==> src/rtl/dmem_arbiter.sv <==
// dmem_arbiter: shares single-port DataMemory between the CPU memory stage and an external master
// Ports: clk/rst (async active-high); cpu_* memory-stage request, load data and stall;
// ext_* valid/ready request channel with registered read return; mem_* DataMemory drive;
// stall_cnt saturating count of stalled CPU cycles.
module dmem_arbiter #(
  parameter int MAX_WAIT = 3,
  parameter int WAIT_W   = 4,
  parameter int CNT_W    = 16
) (
  input  logic             clk,
  input  logic             rst,
  input  logic             cpu_read,
  input  logic             cpu_write,
  input  logic [31:0]      cpu_addr,
  input  logic [31:0]      cpu_wdata,
  output logic [31:0]      cpu_rdata,
  output logic             cpu_stall,
  input  logic             ext_valid,
  input  logic             ext_we,
  input  logic [31:0]      ext_addr,
  input  logic [31:0]      ext_wdata,
  output logic             ext_ready,
  output logic             ext_rvalid,
  output logic [31:0]      ext_rdata,
  output logic             mem_read,
  output logic             mem_write,
  output logic [31:0]      mem_addr,
  output logic [31:0]      mem_wdata,
  input  logic [31:0]      mem_rdata,
  output logic [CNT_W-1:0] stall_cnt
);
  logic [WAIT_W-1:0] waitCnt, waitNext;
  logic cpuReq, forceExt, extGrant;
  assign cpuReq    = cpu_read | cpu_write;
  assign forceExt  = waitCnt == WAIT_W'(MAX_WAIT);
  assign extGrant  = ext_valid & (~cpuReq | forceExt);
  assign ext_ready = extGrant;
  assign cpu_stall = cpuReq & extGrant;
  assign cpu_rdata = mem_rdata;
  assign mem_addr  = extGrant ? ext_addr : cpu_addr;
  assign mem_wdata = extGrant ? ext_wdata : cpu_wdata;
  assign mem_write = extGrant ? ext_we : cpu_write;
  // a simultaneous read+write from the CPU is treated as a store
  assign mem_read  = extGrant ? ~ext_we : cpu_read & ~cpu_write;
  // blocked EXT requests age toward a forced grant; any grant or withdrawal restarts the count
  always_comb waitNext = (~ext_valid | extGrant) ? '0 : forceExt ? waitCnt : waitCnt + 1'b1;
  always_ff @(posedge clk or posedge rst)
    if (rst) begin
      waitCnt    <= '0;
      ext_rvalid <= 1'b0;
      ext_rdata  <= '0;
      stall_cnt  <= '0;
    end else begin
      waitCnt    <= waitNext;
      ext_rvalid <= extGrant & ~ext_we;
      if (extGrant & ~ext_we) ext_rdata <= mem_rdata;
      if (cpu_stall & ~&stall_cnt) stall_cnt <= stall_cnt + 1'b1;
    end
endmodule

==> config.mk <==
export PLATFORM = sky130hd
export DESIGN_NAME = dmem_arbiter
export DESIGN_NICKNAME = d
export VERILOG_FILES = /design/src/rtl/dmem_arbiter.sv
export SDC_FILE = /design/constraint.sdc
export NUM_CORES = 1
export LEC_CHECK = 0
export ABC_AREA = 0
export BUFFER_PORTS_ARGS = -buffer_cell sky130_fd_sc_hd__buf_2
export CORE_AREA = 5 5 120 122
export DETAILED_ROUTE_END_ITERATION = 10
export DIE_AREA = 0 0 125 127
export MAX_ROUTING_LAYER = met4
export SYNTH_ARGS = -nofsm -noshare
export SYNTH_HDL_FRONTEND = slang
export SYNTH_SLANG_ARGS = --single-unit
export TNS_END_PERCENT = 100
==> constraint.sdc <==
create_clock -name clk -period 3 [get_ports clk]
set_input_delay 0.15 -clock clk [delete_from_list [all_inputs] [get_ports clk]]
set_output_delay 0.15 -clock clk [all_outputs]
set_load 0.01 [all_outputs]
* Word level (Yosys, flattened, before mapping) *
Index checks and enable logic that the tools add are counted.

storage, ports and cells
  output and inout bits = 149
  bits of input ports = 166
  word-level logic and storage cells = 28
  bits in registers = 53

cells by class
  bitwise logic cells = 12
  equality and inequality tests = 2
  reductions and logical operators = 2
  mux-type cells = 6
  $add $sub $neg = 2

operator list
  operator               number
  $mux 32                2
  $add 16x1->16 const B  1
  $reduce_and 16->1      1
  $mux 4                 2
  $and 1x1->1            5
  $add 4x1->4 const B    1
  $eq 4x2->1 const B     1
  $not 1->1              4
  $or 1x1->1             3
  $mux 1                 2
  $ne 2x1->1 const B     1
  $logic_not 1->1        1

* Depth between registers and ports, before layout *
Gate-level depths: netlist of the first run.

  depth after elaboration = 6
  gate-level depth with buffers = 6
  gate-level depth less buffers = 5

* Worst setup path before layout of the first run *
No wires, ideal clock.

  kind = reg-to-output
  from = register waitCnt[0]
  to = output port mem_addr[13]
  buffers on the path = 2
  setup slack = 1.036 ns
  data arrival time = 1.814 ns
  stages on the path, launching flop included = 7
  path through = dfrtp_1 ha_1 nor3b_2 o21ai_2 buf_2 buf_2 mux2_1

on the way
  longest elaborated chain between the ends = 4

RTL lines
  item                      line  source
  start: declaration        32    logic [WAIT_W-1:0] waitCnt, waitNext;
  start signal: assignment  54    waitCnt <= waitNext;
  $eq 4x2->1                35    assign forceExt = waitCnt == WAIT_W'(MAX_WAIT);
  $or 1x1->1                36    assign extGrant = ext_valid & (~cpuReq | forceExt);
  $and 1x1->1               36
  $mux 32                   40    assign mem_addr = extGrant ? ext_addr : cpu_addr;
  end: declaration          27    output logic [31:0] mem_addr,

Every way passes these cells.

* Worst setup path in the final report of the first run *
  from = register waitCnt[0]
  to = output port mem_addr[9]

Same word-level chain as after synthesis.

==> results.cfg, run 1 <==
[sta]
setup_tns_ps = 0
worst_slew_pin_slew_ps = 1110
timing.slew.headroom_pct = 25.6
whs_ps = 91.7
hold_viol = 0
finalWorstSetupSlack_ps = 499
fin_skew_ps = 2.84
finalCritPeriodShare_pct = 83.4
rsz0062_at_grt = no
max_clock_freq_mhz = 400
min_period_ps = 2500
setup-violations-final = 0
drv_slew = 0

[pwr]
p_leak_nw = 2.62
seq_power_share_pct = 39.8
p_clk_share_pct = 29.5
power_density_mw_per_mm2 = 457
comb_power_share_pct = 30.7
switching_share_pct = 29.0
total_power_mw = 2.27
vdd_drop_max_mv = 0.187
internal-power_mw = 1.61
power_switching_mw = 0.659

[route]
routed_wl_um = 13700
detail-route-antenna-nets = 0
wire_per_inst_um = 19.0
via_per_inst = 4.31
drcViolationCount = 0
first_pass_iters = 4
drtIter0Drc = 141
dr_total_vias = 3107

[place]
dp_hpwl_um = 11800
gp_congestion = 1.08
dpl_cell_area_mm2 = 0.00479
dp.cells = 712
place_worst_setup_slack_ps = 814
io_buffers = 314

[grt]
grt.total_usage_pct = 16.5
grt_pass1_wl_um = 19900
overflow = 0
grt_max_degree = 54
antenna_found_initial = 2
grt_pass1_vias = 3205

[cells_and_area]
fin_area_mm2 = 0.00496
final_cell_mix = buf_2 (314), mux2_1 (61), dfrtp_1 (53)
fin_cells = 721
syn2layout_area_growth_pct = 52.4
fin_util_pct = 37.9
final_common_cell = buf_2
layout-drive-gt1-share_pct = 68.6
final_nets = 711
nFillCells = 1312

[hold_path]
hp-class = primary input to flip-flop
hold_start = mem_rdata[12]

[synthesis]
netlist_instances = 262
ys_warn_count = 0
synth_nets = 430
avgSynthCellArea_um2 = 12.4
yosysSeqAreaShare_pct = 40.7
synth_area_mm2 = 0.00326
ys_types = 35
yosys_register_bits = 53

[cts]
cts_tree = built
path_clk_slew_ps = 70
numCtsBuffers = 5
cts_sinks = 53
clock_path_buffers = 2
ctsRootBufferMaster = clkbuf_16
cts_setup_buffers = 0
insertion_delay_ps = 290
ctsResizeCount = 0
holdBufCountCts = 0
cts_max_level = 2

[critical_path]
crit_fanout = 51
startpoint = waitCnt[0]$_DFFE_PP0P_
path_class = flip-flop to primary output
crit_arrival_ps = 2350
crit_required_ps = 2850
worst_setup_path_start_kind = flip-flop
r2r_start = waitCnt[0]$_DFFE_PP0P_
end_kind = primary output

[floorplanning]
std_cell_rows = 42
dieArea_mm2 = 0.0159
initial_core_util_pct = 24.9
core_area_mm2 = 0.0131
die-width_um = 125
io-pin-count = 315
die_height_um = 127

[run_status]
status = completed

[flow_run]
max-cap-violations = 0
-- final cells by class --
class                           count  area, um2  area share, %
Clock inverter                      1       30.0          0.605
Sequential cell                    53       1330           26.7
Inverter                            2       7.51          0.151
Timing Repair Buffer              317       1610           32.4
Antenna cell                        1       2.50         0.0504
Tap cell                          176        220           4.44
Clock buffer                        7        143           2.87
Multi-Input combinational cell    164       1630           32.8
-- power groups by stage --
stage                     Clock [mW]  Combinational, mW  Sequential, mW
after global routing           0.730              0.755           0.921
after floorplan                    0              0.296           0.974
after global placement             0              0.703           0.912
after CTS                      0.701              0.712           0.904
final                          0.670              0.696           0.903
after detailed placement           0              0.709           0.918
-- cells in the mapped netlist --
| cell type | n | area (um2) |
|---|---|---|
| mux2_1 | 61 | 687 |
| dfrtp_1 | 53 | 1330 |
| mux2_2 | 37 | 417 |
| buf_4 | 35 | 263 |
| xnor2_1 | 12 | 105 |
| buf_2 | 8 | 40.0 |
| nand3_1 | 8 | 40.0 |
| nand4_1 | 4 | 25.0 |
| and3_1 | 3 | 18.8 |
| and4_1 | 3 | 26.3 |
| nand2_1 | 3 | 11.3 |
| nor3_1 | 3 | 15.0 |
| o21a_1 | 3 | 22.5 |
| ha_1 | 2 | 25.0 |
| inv_1 | 2 | 7.51 |
| nor2_1 | 2 | 7.51 |
| nor4_4 | 2 | 42.5 |
| o211ai_1 | 2 | 15.0 |
| o21ai_2 | 2 | 17.5 |
| xor2_1 | 2 | 17.5 |
| a21oi_1 | 1 | 5.00 |
| a41oi_1 | 1 | 8.76 |
| and2_1 | 1 | 6.26 |
| nand3_2 | 1 | 10.0 |
| nand4_2 | 1 | 12.5 |
| nor2_2 | 1 | 6.26 |
| nor2_4 | 1 | 11.3 |
| nor3b_1 | 1 | 7.51 |
| nor3b_2 | 1 | 12.5 |
| nor4_1 | 1 | 6.26 |
| o2111ai_1 | 1 | 8.76 |
| o21ai_0 | 1 | 5.00 |
| o21ba_2 | 1 | 10.0 |
| or2_1 | 1 | 6.26 |
| or3b_4 | 1 | 11.3 |
-- flip-flops by register name, summed over array words and instances, names as in the netlist --
register	count
ext_rdata	32
stall_cnt	16
waitCnt	4
ext_rvalid	1
-- worst max-delay path, cell delays in order (launching register included) --
cell and delay (ps):
dfrtp_1 400, ha_1 240, nor3b_2 200, o21ai_4 350, buf_12 320, mux2_2 380, buf_2 140
-- cells by family (layout without fill, tap and decap cells) --
group / Yosys count / after routing / synth area share, %
other: 0 / 1 / 0
flip-flops: 53 / 53 / 40.7
adder cells (fa/ha/maj): 2 / 2 / 0.768
multiplexers: 98 / 98 / 33.9
XOR/XNOR: 14 / 14 / 3.76
AND/OR/NAND/NOR: 38 / 38 / 8.49
buffers and inverters: 45 / 327 / 9.53
AO/OA/AOI/OAI: 12 / 12 / 2.84
-- per-layer routing --
metal	GRT usage, %	up-vias	routed length (um)
li1	-	1476	-
met1	20.6	1478	5760
met2	27.3	137	6870
met3	4.84	16	856
met4	2.74	0	184
met5	-	-	0
-- path summary, 6_finish.rpt --
path | end | slack, ps | cells after the start
worst max-delay path | mem_addr[9] | 500 | 6
worst min-delay path | ext_rdata[12]$_DFFE_PP0P_ | 90 | 2
worst max register to register | ext_rdata[2]$_DFFE_PP0P_ | 840 | 6
worst min register to register | ext_rdata[24]$_DFFE_PP0P_ | 480 | 1
max in group asynchronous | stall_cnt[5]$_DFFE_PP0P_ | 2170 | 2
min in group asynchronous | ext_rdata[9]$_DFFE_PP0P_ | 150 | 2
No activity file was read; power rests on OpenSTA's default activity.
==> run 2: changes to the inputs <==
==> constraint.sdc (replaced) <==
create_clock -name clk -period 2.45 [get_ports clk]
set_input_delay 0.1225 -clock clk [delete_from_list [all_inputs] [get_ports clk]]
set_output_delay 0.1225 -clock clk [all_outputs]
set_load 0.01 [all_outputs]
==> run 2 against run 1 <==
Effect of this change:
- setup slack lost 380 ps
- register-to-register slack lost 470 ps
- global-route usage shrank 0.18 points
- critical path depth is the same
- combinational power grew 24%
- power grew 18%
- cell count grew 0.28%
- core utilization is essentially flat
- sequential share of layout area is essentially flat
- sequential power grew 22%
- critical path type unchanged
- largest cell class is now buffers
- highest routed layer unchanged
==> results.cfg, run 2 (synthesis gave the netlist of run 1 again) <==
[run_status]
status = completed

[sta]
setup-violations-final = 0
whs_ps = 8.77
fin_skew_ps = 6.51
drv_slew = 0
finalCritPeriodShare_pct = 95.0
min_period_ps = 2330
finalWorstSetupSlack_ps = 122
max_clock_freq_mhz = 429
hold_viol = 0
rsz0062_at_grt = no
worst_slew_pin_slew_ps = 666
setup_tns_ps = 0
timing.slew.headroom_pct = 55.6

[pwr]
switching_share_pct = 31.1
internal-power_mw = 1.85
power_switching_mw = 0.832
vdd_drop_max_mv = 0.236
power_density_mw_per_mm2 = 539
seq_power_share_pct = 41.2
p_leak_nw = 2.62
total_power_mw = 2.68
p_clk_share_pct = 26.5
comb_power_share_pct = 32.3

[critical_path]
crit_arrival_ps = 2210
path_class = flip-flop to primary output
end_kind = primary output
crit_fanout = 49
cpPeakStageDelay_ps = 400
crit_required_ps = 2330
slowest_stage = dfrtp_1
critical_path.cell_chain = ha_1 > nor3b_2 > o21ai_4 > buf_12 > mux2_1 > buf_2
worst_setup_path_start_kind = flip-flop

[cts]
cts_sinks = 53
path_clk_slew_ps = 70
cts_tree = built
cts_max_level = 2
insertion_delay_ps = 290
numCtsBuffers = 5
ctsRootBufferMaster = clkbuf_16
clock_path_buffers = 2
ctsResizeCount = 0

[cells_and_area]
antenna_cells = 0
largest_reg_flops = 32
reg_top3 = ext_rdata: 32 flops, stall_cnt: 16 flops, waitCnt: 4 flops
final_common_cell = buf_2
fin_cells = 723
layout-drive-gt1-share_pct = 68.9
final_nets = 714
final_cell_mix = buf_2 (314), mux2_1 (61), dfrtp_1 (53)
top_register = ext_rdata
syn2layout_area_growth_pct = 52.6

[route]
first_pass_iters = 4
drcViolationCount = 0
via_per_inst = 4.32
drtIter0Drc = 133
dr_total_vias = 3123
wire_per_inst_um = 19.0
routed_wl_um = 13800
detail-route-antenna-nets = 0

[grt]
grt_pass1_vias = 3164
grt_pass1_wl_um = 19800
overflow = 0
grt.total_usage_pct = 16.4
antenna_found_initial = 1
grt_max_degree = 54

[flow_run]
max-cap-violations = 0

[floorplanning]
die-width_um = 125
core_area_mm2 = 0.0131
dieArea_mm2 = 0.0159
initial_core_util_pct = 24.9
io-pin-count = 315
std_cell_rows = 42
die_height_um = 127

[place]
gp_congestion = 0.999
dp_hpwl_um = 12000
dp.cells = 713
place_worst_setup_slack_ps = 309
io_buffers = 314

[hold_path]
hp-class = primary input to asynchronous set/reset pin
run 2: what timing repair did:
item	4_1_cts	5_1_grt
hold buffers	0	0
setup buffers	2	0
hold endpoints to repair	0	0
setup endpoints to repair	11	0
run 2: cell type report:
class | count | area [um2]
timing repair buffer | 320 | 1640
sequential | 53 | 1330
fill | 1361 | 8120
tap | 176 | 220
multi-input combinational | 164 | 1630
clock buffer | 5 | 125
clock inverter | 3 | 21.3
inverter | 2 | 7.51
run 2: final timing paths:
check | from | endpoint | slack, ps | cells after the start
worst max-delay path | waitCnt[0]$_DFFE_PP0P_ | mem_addr[20] | 120 | 6
worst min-delay path | rst | ext_rdata[9]$_DFFE_PP0P_ | 9 | 3
worst max register to register | waitCnt[0]$_DFFE_PP0P_ | ext_rdata[20]$_DFFE_PP0P_ | 370 | 7
worst min register to register | waitCnt[0]$_DFFE_PP0P_ | waitCnt[0]$_DFFE_PP0P_ | 480 | 1
max in group asynchronous | rst | waitCnt[2]$_DFFE_PP0P_ | 2000 | 3
min in group clk | mem_rdata[11] | ext_rdata[11]$_DFFE_PP0P_ | 50 | 2
run 2: power by group through the flow:
stage	registers, mW	logic (mW)	clock network, mW
6_report	1.10	0.864	0.710
5_1_grt	1.13	0.930	0.777
4_1_cts	1.11	0.882	0.739
3_5_place_dp	1.12	0.877	0
3_3_place_gp	1.12	0.865	0
2_1_floorplan	1.19	0.362	0
run 2: worst max-delay path, delay by kind of cell, from the launching register on:
kind                       cells  cell delay (ps)
and+or+nand+nor                1              200
DFF                            1              400
muxes                          1              370
adders and majority gates      1              240
buffers and inverters          2              440
AOI/OAI and AO/OA              1              240
run 2: metrics by stage:
| step | cell area [um2] | util, % |
|---|---|---|
| CTS | 4970 | 38.0 |
| global route | 4970 | 38.0 |
| detailed placement | 4810 | 36.7 |
| finish | 4970 | 38.0 |
| floorplan | 3260 | - |
| global placement | 4810 | 36.7 |
run 2: routing by layer:
metal  part of all wire [%]  track usage, %  vias to the layer above  routed length, um
met1                     43            21.0                     1490               5860
li1                       -               -                     1476                  -
met5                      0               -                        -                  0
met2                     51            27.1                      142               6960
met3                    5.7            3.88                       15                779
met4                    1.2            2.55                        0                167
==> run 3: changes to the inputs <==
==> constraint.sdc (replaced) <==
create_clock -name clk -period 2.6 [get_ports clk]
set_input_delay 0.13 -clock clk [delete_from_list [all_inputs] [get_ports clk]]
set_output_delay 0.13 -clock clk [all_outputs]
set_load 0.01 [all_outputs]
==> run 3 against run 2 <==
Effect of this change:
- cell count did not move
- design area rose by 0.65%
- via count fell by 0.48%
- sequential power fell by 5%
- wire length fell by 2.7%
- core utilization rose by 0.25 points
- setup slack improved by 10 ps
- register-to-register slack improved by 40 ps
- die area did not move
- count of clock-buffer cells in the layout rose by 1
==> results.cfg, run 3 (synthesis gave the netlist of run 1 again) <==
[cts]
ctsResizeCount = 0
cts_sinks = 53
cts_tree = built
clock_path_buffers = 2
cts_setup_buffers = 0
cts_max_level = 2
insertion_delay_ps = 290
numCtsBuffers = 5
ctsRootBufferMaster = clkbuf_16
path_clk_slew_ps = 70

[route]
via_per_inst = 4.30
first_pass_iters = 4
detail-route-antenna-nets = 0
wire_per_inst_um = 18.5
routed_wl_um = 13400
drtIter0Drc = 97
drcViolationCount = 0
dr_total_vias = 3108

[cells_and_area]
layout-drive-gt1-share_pct = 68.7
fin_area_mm2 = 0.00500
largest_reg_flops = 32
syn2layout_area_growth_pct = 53.6
final_cell_mix = buf_2 (314), mux2_1 (61), dfrtp_1 (53)
top_register = ext_rdata
final_nets = 713
nFillCells = 1305
final_common_cell = buf_2
reg_top3 = ext_rdata: 32 flops, stall_cnt: 16 flops, waitCnt: 4 flops

[grt]
antenna_found_initial = 2
grt_pass1_wl_um = 19100
grt_pass1_vias = 3169
overflow = 0
grt_max_degree = 60
grt.total_usage_pct = 15.8

[critical_path]
ff2ff_path_depth = 6
crit_fanout = 29
crit_arrival_ps = 2340
worst_setup_path_start_kind = flip-flop
r2r_end = ext_rdata[2]$_DFFE_PP0P_
path_class = flip-flop to primary output
reg2reg_setup_slack_ps = 410
crit_required_ps = 2470
cpPeakStageDelay_ps = 410
slowest_stage = dfrtp_1
r2r_start = waitCnt[0]$_DFFE_PP0P_
path_buf_inv = 2
critical_path.cell_chain = ha_1 > nor3b_2 > o21ai_4 > clkbuf_16 > mux2_2 > buf_2
end_kind = primary output
path_delay_family = buffers and inverters

[sta]
worst_slew_pin_slew_ps = 547
finalCritPeriodShare_pct = 94.9
fin_skew_ps = 3.52
timing.slew.headroom_pct = 63.5
max_clock_freq_mhz = 405
rsz0062_at_grt = no
whs_ps = 67.5
setup-violations-final = 0
hold_viol = 0
setup_tns_ps = 0
min_period_ps = 2470
drv_slew = 0

[hold_path]
worstHoldPathCells = 2
hp-class = primary input to flip-flop
hold_start = mem_rdata[11]
hold_path_end = ext_rdata[11]$_DFFE_PP0P_

[floorplanning]
die-width_um = 125
initial_core_util_pct = 24.9
die_height_um = 127
std_cell_rows = 42
dieArea_mm2 = 0.0159
io-pin-count = 315
core_area_mm2 = 0.0131

[place]
gp_congestion = 0.933
io_buffers = 314
dp_hpwl_um = 11600
dpl_cell_area_mm2 = 0.00479

[flow_run]
max-cap-violations = 0

[pwr]
p_leak_nw = 2.64
vdd_drop_max_mv = 0.230
power_density_mw_per_mm2 = 527

[run_status]
status = completed
-- run 3: changes by cell type in the layout (fill, tap and decap cells not counted) --
| cell | previous run | this run |
|---|---|---|
| bufinv_16 | 0 | 1 |
| clkinv_2 | 1 | 0 |
| dlygate4sd3_1 | 0 | 1 |
| buf_12 | 2 | 1 |
| inv_6 | 1 | 0 |
| buf_4 | 4 | 2 |
| clkbuf_8 | 0 | 1 |
| diode_2 | 0 | 1 |
| clkbuf_16 | 5 | 6 |
-- run 3: power breakdown --
group | total, mW | switching, mW | internal [mW]
Combinational | 0.812 | 0.397 | 0.415
Clock | 0.782 | 0.301 | 0.481
Sequential | 1.04 | 0.0744 | 0.966
-- run 3: worst max-delay path by stage --
stage	to	startpoint	depth (start not counted)
2_1_floorplan	mem_addr[13]	waitCnt[0]$_DFFE_PP0P_	6
3_3_place_gp	mem_addr[2]	waitCnt[0]$_DFFE_PP0P_	6
3_5_place_dp	mem_wdata[19]	waitCnt[0]$_DFFE_PP0P_	6
4_1_cts	mem_wdata[19]	waitCnt[0]$_DFFE_PP0P_	6
5_1_grt	mem_wdata[26]	waitCnt[0]$_DFFE_PP0P_	6
6_report	mem_addr[0]	waitCnt[0]$_DFFE_PP0P_	6
-- run 3: cell type report --
type / instances / area (um2) / share of cell area (%)
timing repair buffer: 319 / 1640 / 32.8
multi-input combinational: 164 / 1630 / 32.5
sequential: 53 / 1330 / 26.5
tap: 176 / 220 / 4.40
clock buffer: 6 / 139 / 2.78
clock inverter: 2 / 37.5 / 0.750
inverter: 2 / 7.51 / 0.150
antenna: 1 / 2.50 / 0.0500
-- run 3: what timing repair did --
action / CTS / global route
hold buffers: 1 / 0
endpoints found under the setup margin: 0 / 14
hold endpoints to repair: 19 / 0
-- run 3: through the flow --
step                      setup WS, ps  std cells  total power, mW  util, %
final                              132        723             2.63     38.2
after global placement             488        712             1.87     36.6
after floorplan                    656        262             1.46        -
after global routing              32.5        723             2.79     38.2
after CTS                         74.4        721             2.68     38.0
after detailed placement           408        712             1.88     36.6
-- run 3: metal layers --
layer / vias to the layer above / GRT usage, % / share of wire [%]
met1: 1488 / 19.6 / 43
met4: 0 / 2.17 / 0.45
met3: 7 / 4.05 / 5.8
met5: - / - / 0
met2: 131 / 26.7 / 51
li1: 1482 / - / -
